**config.mk**
```make
export PLATFORM = sky130hd
export DESIGN_NAME = video_pattern_gen_flat
export DESIGN_NICKNAME = d
export VERILOG_FILES = /design/src/rtl/video_pkg.sv /design/src/rtl/video_pattern_gen_if.sv /design/src/rtl/vpg_pattern_lut.sv /design/src/rtl/video_pattern_gen.sv /design/src/flat_wrapper.sv
export SDC_FILE = /design/constraint.sdc
export NUM_CORES = 1
export LEC_CHECK = 0
export ABC_AREA = 0
export BUFFER_PORTS_ARGS = -buffer_cell sky130_fd_sc_hd__buf_2
export CORE_UTILIZATION = 31
export DETAILED_ROUTE_END_ITERATION = 6
export PLACE_DENSITY = 0.48
export SYNTH_ARGS = -nofsm -noshare
export SYNTH_HDL_FRONTEND = slang
export SYNTH_SLANG_ARGS = --single-unit
```
**constraint.sdc**
```tcl
create_clock -name aclk -period 6.8 [get_ports aclk]
set_clock_uncertainty 0.05 [all_clocks]
set_input_delay 0.68 -clock aclk [delete_from_list [all_inputs] [get_ports aclk]]
set_output_delay 0.68 -clock aclk [all_outputs]
set_load 0.005 [all_outputs]
```
**src/rtl/video_pkg.sv**
```systemverilog
// Shared types and constants for the video pattern generator.
package video_pkg;

    localparam int COLOR_WIDTH = 8;

    typedef struct packed {
        logic [COLOR_WIDTH-1:0] r;
        logic [COLOR_WIDTH-1:0] g;
        logic [COLOR_WIDTH-1:0] b;
    } pixel_t;

    typedef enum logic [1:0] {
        PAT_BARS  = 2'd0,
        PAT_SOLID = 2'd1,
        PAT_RAMP  = 2'd2,
        PAT_LFSR  = 2'd3
    } vpg_pattern_e;

    typedef enum logic [1:0] {
        ST_IDLE,
        ST_ACTIVE,
        ST_GAP
    } vpg_state_e;

    // Per-bar component flags {r,g,b}, index 0 = leftmost bar.
    // Order: white, yellow, cyan, green, magenta, red, blue, black.
    localparam logic [7:0][2:0] BAR_COLORS = {
        3'b000, 3'b001, 3'b100, 3'b101, 3'b010, 3'b011, 3'b110, 3'b111
    };

    localparam logic [31:0] LFSR_POLY = 32'h8020_0003;
    localparam logic [31:0] LFSR_SEED = 32'h0000_ACE1;

    // One right-shifting Galois step.
    function automatic logic [31:0] lfsr_step(input logic [31:0] s);
        return s[0] ? ((s >> 1) ^ LFSR_POLY) : (s >> 1);
    endfunction

endpackage

```
**src/rtl/video_pattern_gen_if.sv**
```systemverilog
// AXI4-Stream video bus carrying {R,G,B} pixels with SOF (tuser) / EOL (tlast).
interface video_pattern_gen_if #(
    parameter int CW = video_pkg::COLOR_WIDTH
);
    logic [3*CW-1:0] tdata;
    logic            tvalid;
    logic            tready;
    logic            tlast;
    logic            tuser;

    modport master (output tdata, tvalid, tlast, tuser, input tready);
    modport slave  (input tdata, tvalid, tlast, tuser, output tready);
endinterface

```
**src/rtl/vpg_pattern_lut.sv**
```systemverilog
// Combinational pixel lookup: (pattern, x, y, solid colour, lfsr) -> {R,G,B}.
// LFSR input exists only when VPG_LFSR_EN is defined.
module vpg_pattern_lut
    import video_pkg::*;
#(
    parameter int CW       = 8,
    parameter int H_ACTIVE = 1920,
    parameter int XW       = 11,
    parameter int YW       = 11
) (
    input  vpg_pattern_e     pattern,
    input  logic [XW-1:0]    x,
    input  logic [YW-1:0]    y,
    input  logic [3*CW-1:0]  solid,
`ifdef VPG_LFSR_EN
    input  logic [3*CW-1:0]  lfsr,
`endif
    output logic [3*CW-1:0]  pixel
);

    localparam int BAR_W = H_ACTIVE / 8;

    logic [2:0]    bar;
    logic [2:0]    flags;
    logic [CW-1:0] ramp_r, ramp_g, ramp_b;

    // Select the pixel for the requested pattern; unknown codes fall back to solid.
    always_comb begin
        bar    = 3'(x / XW'(BAR_W));
        flags  = BAR_COLORS[bar];
        ramp_r = CW'(x);
        ramp_g = CW'(y);
        ramp_b = ramp_r + ramp_g;
        pixel  = solid;
        case (pattern)
            PAT_BARS:  pixel = {{CW{flags[2]}}, {CW{flags[1]}}, {CW{flags[0]}}};
            PAT_RAMP:  pixel = {ramp_r, ramp_g, ramp_b};
`ifdef VPG_LFSR_EN
            PAT_LFSR:  pixel = lfsr;
`endif
            default:   pixel = solid;
        endcase
    end

endmodule

```
**src/rtl/video_pattern_gen.sv**
```systemverilog
// AXI4-Stream synthetic video source (bars / solid / ramp, optional LFSR noise).
// Optional feature macro: VPG_LFSR_EN (pattern 3 = Galois LFSR noise).
// The x/y counters always point at the pixel *after* the one on the output
// register, so a transfer can load the next pixel with no bubble.
module video_pattern_gen
    import video_pkg::*;
#(
    parameter int COLOR_WIDTH = video_pkg::COLOR_WIDTH,
    parameter int H_ACTIVE    = 1920,
    parameter int V_ACTIVE    = 1080,
    parameter int FRAME_GAP   = 16
) (
    input  logic                     aclk,
    input  logic                     reset,
    input  logic                     enable,
    input  logic [1:0]               pattern_sel,
    input  logic [3*COLOR_WIDTH-1:0] solid_color,
    video_pattern_gen_if.master      m_axis_video,
    output logic                     frame_done,
    output logic [15:0]              frame_count
);

    localparam int PW       = 3 * COLOR_WIDTH;
    localparam int XW       = $clog2(H_ACTIVE);
    localparam int YW       = $clog2(V_ACTIVE);
    localparam int GW       = (FRAME_GAP > 1) ? $clog2(FRAME_GAP) : 1;
    localparam int GAP_LAST = (FRAME_GAP > 0) ? FRAME_GAP - 1 : 0;

    vpg_state_e    state;
    logic [XW-1:0] x;
    logic [YW-1:0] y;
    logic [GW-1:0] gap_cnt;
    vpg_pattern_e  pat_q;
    logic [PW-1:0] solid_q;
    logic          last_q;      // output register holds the final pixel of the frame
    logic [PW-1:0] tdata;
    logic          tvalid, tlast, tuser;

    logic          xfer, frame_end, start, load, x_end, y_end;
    vpg_pattern_e  lut_pat;
    logic [PW-1:0] lut_solid, lut_lfsr, lut_pix;

`ifdef VPG_LFSR_EN
    logic [31:0]   lfsr_q;      // state for the next pixel to be loaded
`endif

    assign xfer      = tvalid & m_axis_video.tready;
    assign frame_end = xfer & last_q;
    assign x_end     = (x == XW'(H_ACTIVE - 1));
    assign y_end     = (y == YW'(V_ACTIVE - 1));
    assign load      = start | (xfer & ~last_q);

    // Frame start: decides when pixel (0,0) of a new frame gets loaded.
    always_comb begin
        start = 1'b0;
        case (state)
            ST_IDLE:   start = enable;
            ST_GAP:    start = enable && (gap_cnt == GW'(GAP_LAST));
            ST_ACTIVE: start = frame_end && enable && (FRAME_GAP == 0);
            default:   start = 1'b0;
        endcase
    end

    // At frame start use the live inputs; afterwards the values latched for the frame.
    always_comb begin
        lut_pat   = start ? vpg_pattern_e'(pattern_sel) : pat_q;
        lut_solid = start ? solid_color : solid_q;
`ifdef VPG_LFSR_EN
        lut_lfsr  = start ? PW'(LFSR_SEED) : lfsr_q[PW-1:0];
`else
        lut_lfsr  = '0;
`endif
    end

    vpg_pattern_lut #(
        .CW       (COLOR_WIDTH),
        .H_ACTIVE (H_ACTIVE),
        .XW       (XW),
        .YW       (YW)
    ) u_lut (
        .pattern (lut_pat),
        .x       (x),
        .y       (y),
        .solid   (lut_solid),
`ifdef VPG_LFSR_EN
        .lfsr    (lut_lfsr),
`endif
        .pixel   (lut_pix)
    );

    // FSM, counters, output register and frame accounting.
    always_ff @(posedge aclk) begin
        if (reset) begin
            state       <= ST_IDLE;
            x           <= '0;
            y           <= '0;
            gap_cnt     <= '0;
            pat_q       <= PAT_BARS;
            solid_q     <= '0;
            last_q      <= 1'b0;
            tdata       <= '0;
            tvalid      <= 1'b0;
            tlast       <= 1'b0;
            tuser       <= 1'b0;
            frame_done  <= 1'b0;
            frame_count <= '0;
`ifdef VPG_LFSR_EN
            lfsr_q      <= '0;
`endif
        end else begin
            frame_done <= frame_end;
            if (frame_end)
                frame_count <= frame_count + 16'd1;

            if (start) begin
                pat_q   <= lut_pat;
                solid_q <= lut_solid;
            end

`ifdef VPG_LFSR_EN
            if (start)
                lfsr_q <= lfsr_step(LFSR_SEED);
            else if (load)
                lfsr_q <= lfsr_step(lfsr_q);
`endif

            if (load) begin
                tdata  <= lut_pix;
                tvalid <= 1'b1;
                tlast  <= x_end;
                tuser  <= (x == '0) && (y == '0);
                last_q <= x_end && y_end;
                x      <= x_end ? '0 : x + 1'b1;
                if (x_end)
                    y <= y_end ? '0 : y + 1'b1;
            end else if (xfer) begin
                tvalid <= 1'b0;
                tlast  <= 1'b0;
                tuser  <= 1'b0;
                last_q <= 1'b0;
            end

            case (state)
                ST_IDLE: begin
                    if (start)
                        state <= ST_ACTIVE;
                end
                ST_ACTIVE: begin
                    gap_cnt <= '0;
                    if (frame_end && !start)
                        state <= (FRAME_GAP > 0) ? ST_GAP : ST_IDLE;
                end
                ST_GAP: begin
                    if (gap_cnt == GW'(GAP_LAST))
                        state <= start ? ST_ACTIVE : ST_IDLE;
                    else
                        gap_cnt <= gap_cnt + 1'b1;
                end
                default: state <= ST_IDLE;
            endcase
        end
    end

    assign m_axis_video.tdata  = tdata;
    assign m_axis_video.tvalid = tvalid;
    assign m_axis_video.tlast  = tlast;
    assign m_axis_video.tuser  = tuser;

endmodule

```
**src/flat_wrapper.sv**
```systemverilog
// flat-port wrapper written by rule: the top's interface ports become plain ports
module video_pattern_gen_flat import video_pkg::*;
#(
    parameter int COLOR_WIDTH = video_pkg::COLOR_WIDTH,
    parameter int H_ACTIVE    = 1920,
    parameter int V_ACTIVE    = 1080,
    parameter int FRAME_GAP   = 16
)
  (aclk, reset, enable, pattern_sel, solid_color, frame_done, frame_count, m_axis_video_tdata, m_axis_video_tvalid, m_axis_video_tlast, m_axis_video_tuser, m_axis_video_tready);
  video_pattern_gen_if #(.CW((8))) m_axis_video_i ();
  input  logic aclk;
  input  logic reset;
  input  logic enable;
  input  logic [1:0] pattern_sel;
  input  logic [3*COLOR_WIDTH-1:0] solid_color;
  output logic frame_done;
  output logic [15:0] frame_count;
  output wire logic [$bits(m_axis_video_i.tdata)-1:0] m_axis_video_tdata;
  output wire logic [$bits(m_axis_video_i.tvalid)-1:0] m_axis_video_tvalid;
  output wire logic [$bits(m_axis_video_i.tlast)-1:0] m_axis_video_tlast;
  output wire logic [$bits(m_axis_video_i.tuser)-1:0] m_axis_video_tuser;
  input wire logic [$bits(m_axis_video_i.tready)-1:0] m_axis_video_tready;
  assign m_axis_video_tdata = m_axis_video_i.tdata;
  assign m_axis_video_tvalid = m_axis_video_i.tvalid;
  assign m_axis_video_tlast = m_axis_video_i.tlast;
  assign m_axis_video_tuser = m_axis_video_i.tuser;
  assign m_axis_video_i.tready = m_axis_video_tready;
  video_pattern_gen #(.COLOR_WIDTH(COLOR_WIDTH), .H_ACTIVE(H_ACTIVE), .V_ACTIVE(V_ACTIVE), .FRAME_GAP(FRAME_GAP)) u_core (.aclk(aclk), .reset(reset), .enable(enable), .pattern_sel(pattern_sel), .solid_color(solid_color), .m_axis_video(m_axis_video_i), .frame_done(frame_done), .frame_count(frame_count));
endmodule
```
==> metrics.yaml <==
worst_hold_path:
  hp-class: "reg2reg"
  min_from: "u_core.solid_q[7]$_SDFFE_PP0P_"
cts:
  cts_root_buf: "clkbuf_16"
  cts-htree-levels: 3
  cts_setup_buffers: 0
  clockBufferDepth: 2
  cts-buffers-inserted: 9
  cts_tree: "built"
  clkLatencyLatePin_ns: 0.35
  cts-resized-gates: 0
  clock_sinks: 99
  cts.reportedPaths.clkPinSlew_ns: 0.08
  hold_buffers: 0
synth:
  yosys_register_bits: 99
  yosys.area.top_type: "dfxtp_1"
  ys.flop_type: "dfxtp_1"
  ys_top_cells_by_area: "dfxtp_1 40%, nor2_1 5.8%, nand2_1 4.4%, ha_1 3.3%, xnor2_1 3.2%"
  synth_nets: 628
  synth_cell_types: 60
  synth.top_cell.area_share_pct: 39.9
  syn_area_per_cell_um2: 8.50
  netlist_area_mm2: 0.00496
  async_flop_share_pct: 0
  yosysWarnings: 0
  synthCells: 584
  synth_edf_count: 0
  ys_seq_area_share_pct: 39.9
die:
  rows: 45
  ios: 74
  die_w_um: 129
  die-area_mm2: 0.0165
  initial_core_util_pct: 32.2
  coreArea_mm2: 0.0154
  die_y_um: 129
route:
  vias: 4511
  detail_route.first_pass.iterations: 5
  antenna_left: 0
  post_drt_wl_per_cell_um: 16.2
  drc: 0
  drt-vias-per-instance: 5.28
  drt-total-wl_um: 13800
  first_iter_violations: 251
sta:
  tightest_slew_ns: 1.07
  rsz0062_at_grt: "no"
  hold_violations: 0
  finalSetupTns_ns: 0
  fmax_mhz: 311
  final_max_slew_viol_count: 0
  finalSetupViolations: 0
  slew_headroom_pct: 28.1
  setup_slack_ns: 3.59
  finalCriticalPeriod_ns: 3.21
  min_period_over_period_pct: 47.2
global_routing:
  first_global_vias: 4304
  antenna_found_initial: 0
  grt_pass1_wl_um: 22400
  overflow: 0
  grt_max_degree: 69
  track_usage_pct: 17.5
final_layout:
  num_antenna_cells: 0
  nets: 683
  drive_above_1_share_pct: 17.4
  syn_to_final_growth_pct: 16.7
  finalInstanceArea_mm2: 0.00579
critical_path:
  crit_path_end_kind: "flop"
  startpoint: "u_core.gap_cnt[0]$_SDFFE_PP0P_"
  required_ns: 6.91
  critPathLaunchType: "flop"
  worstPathMaxFanout: 29
  r2r_start: "u_core.gap_cnt[0]$_SDFFE_PP0P_"
  crit_arrival_ns: 3.33
  worstSetupPathType: "reg2reg"
power_and_ir_drop:
  combPwrFrac_pct: 12.0
  ir_drop_mv: 0.0931
  p_leak_uw: 0.00230
  seqPwrFrac_pct: 49.2
  intPower_uw: 926
  powerDensity_mw_per_mm2: 222
  pwr-share-clk_pct: 38.8
  p_sw_share_pct: 27.9
  power_switching_uw: 358
placement:
  gp_congestion: 0.843
  place_worst_setup_slack_ns: 3.57
  placed_area_mm2: 0.00551
  port-buffer-count: 73
  hpwl_um: 9860
outcome:
  status: "completed"
run:
  maxCapViolations: 0
[cells in the mapped netlist (all sizes together) (4+ instances only)]
master	instances
a2111oi	6
a211o	4
a211oi	18
a21boi	5
a21o	5
a21oi	25
a221oi	8
a311oi	8
a31oi	6
and2	10
and3	7
and4	7
buf	9
clkbuf	26
dfxtp	99
ha	13
inv	10
mux2	8
mux2i	15
nand2	58
nand2b	5
nand3	30
nand4	10
nor2	77
nor3	6
nor4	5
o211ai	6
o21ai	25
xnor2	18
xor2	15
[sequential cells by signal, summed over array words and instances, names as in the netlist]
register,flops
u_core.m_axis_video.tdata,24
u_core.solid_q,24
u_core.frame_count,16
u_core.x,11
u_core.y,11
u_core.gap_cnt,4
u_core.pat_q,2
u_core.state,2
u_core.frame_done,1
u_core.last_q,1
u_core.m_axis_video.tlast,1
u_core.m_axis_video.tuser,1
u_core.m_axis_video.tvalid,1
[layer usage]
metal	global-route usage, %	vias to the layer above	wire length, um
li1	-	2239	-
met1	22.8	2150	6600
met2	28.5	103	6390
met3	3.99	19	590
met4	5.74	0	223
met5	0	-	0
[stage by stage]
| stage | hold WS (ns) | util, % | total power [uW] | instances |
|---|---|---|---|---|
| 3_3_place_gp | 0.395 | 35.7 | 798 | 839 |
| 5_1_grt | 0.436 | 37.5 | 1350 | 855 |
| 4_1_cts | 0.406 | 37.5 | 1300 | 855 |
| 6_report | 0.401 | 37.5 | 1280 | 855 |
| 2_1_floorplan | 0.381 | - | 735 | 584 |
| 3_5_place_dp | 0.395 | 35.7 | 801 | 839 |
[power groups by stage]
stage | registers, uW | clock network [uW] | logic, uW
global placement | 645 | 0 | 153
detailed placement | 645 | 0 | 156
global route | 635 | 544 | 173
finish | 631 | 498 | 154
floorplan | 639 | 0 | 96.1
CTS | 632 | 514 | 156
[kinds of logic after synthesis]
logic type,Yosys count,synth area share [%]
compound gates,142,20.1
xor+xnor,33,5.82
fa+ha+maj,14,3.68
buf+inv,45,3.58
flops,99,39.9
mux,23,4.92
simple gates,228,22.0
[cell usage in the layout, fill, tap and decap left out, types with 7 or more instances in the layout]
cell / instances
dfxtp_1: 99
nor2_1: 77
o21ai_0: 24
a311oi_1: 8
nand2_1: 58
mux2_2: 7
inv_1: 10
and2_1: 10
a211oi_1: 18
nand4_1: 10
nand3_1: 30
xor2_1: 15
buf_2: 73
a221oi_1: 8
ha_1: 13
a21oi_1: 24
xnor2_1: 18
clkbuf_16: 9
mux2i_1: 15
[worst paths after layout]
| path | end | slack, ns | cells past startpoint |
|---|---|---|---|
| max | u_core.m_axis_video.tdata[22]$_SDFFE_PP0P_ | 3.59 | 7 |
| max reg2reg | u_core.m_axis_video.tdata[22]$_SDFFE_PP0P_ | 3.59 | 7 |
| min | u_core.solid_q[7]$_SDFFE_PP0P_ | 0.40 | 2 |
| min reg2reg | u_core.solid_q[7]$_SDFFE_PP0P_ | 0.40 | 2 |
[final cells by class]
class                      instances  area [um^2]
multi-input combinational        440         2820
sequential                        99         1980
tap                              211          264
inverter                          10         37.5
fill                            1639         9640
clock inverter                     7         57.6
timing repair buffer              79          410
clock buffer                       9          225
[critical path, stage by stage (launching register included)]
cell	delay (ns)
dfxtp_1	0.42
ha_1	0.23
nand3_1	0.28
a21o_1	0.27
buf_4	0.23
a21o_1	0.42
a311oi_1	0.95
a221oi_1	0.19
Power figures use the tool's default switching activity.
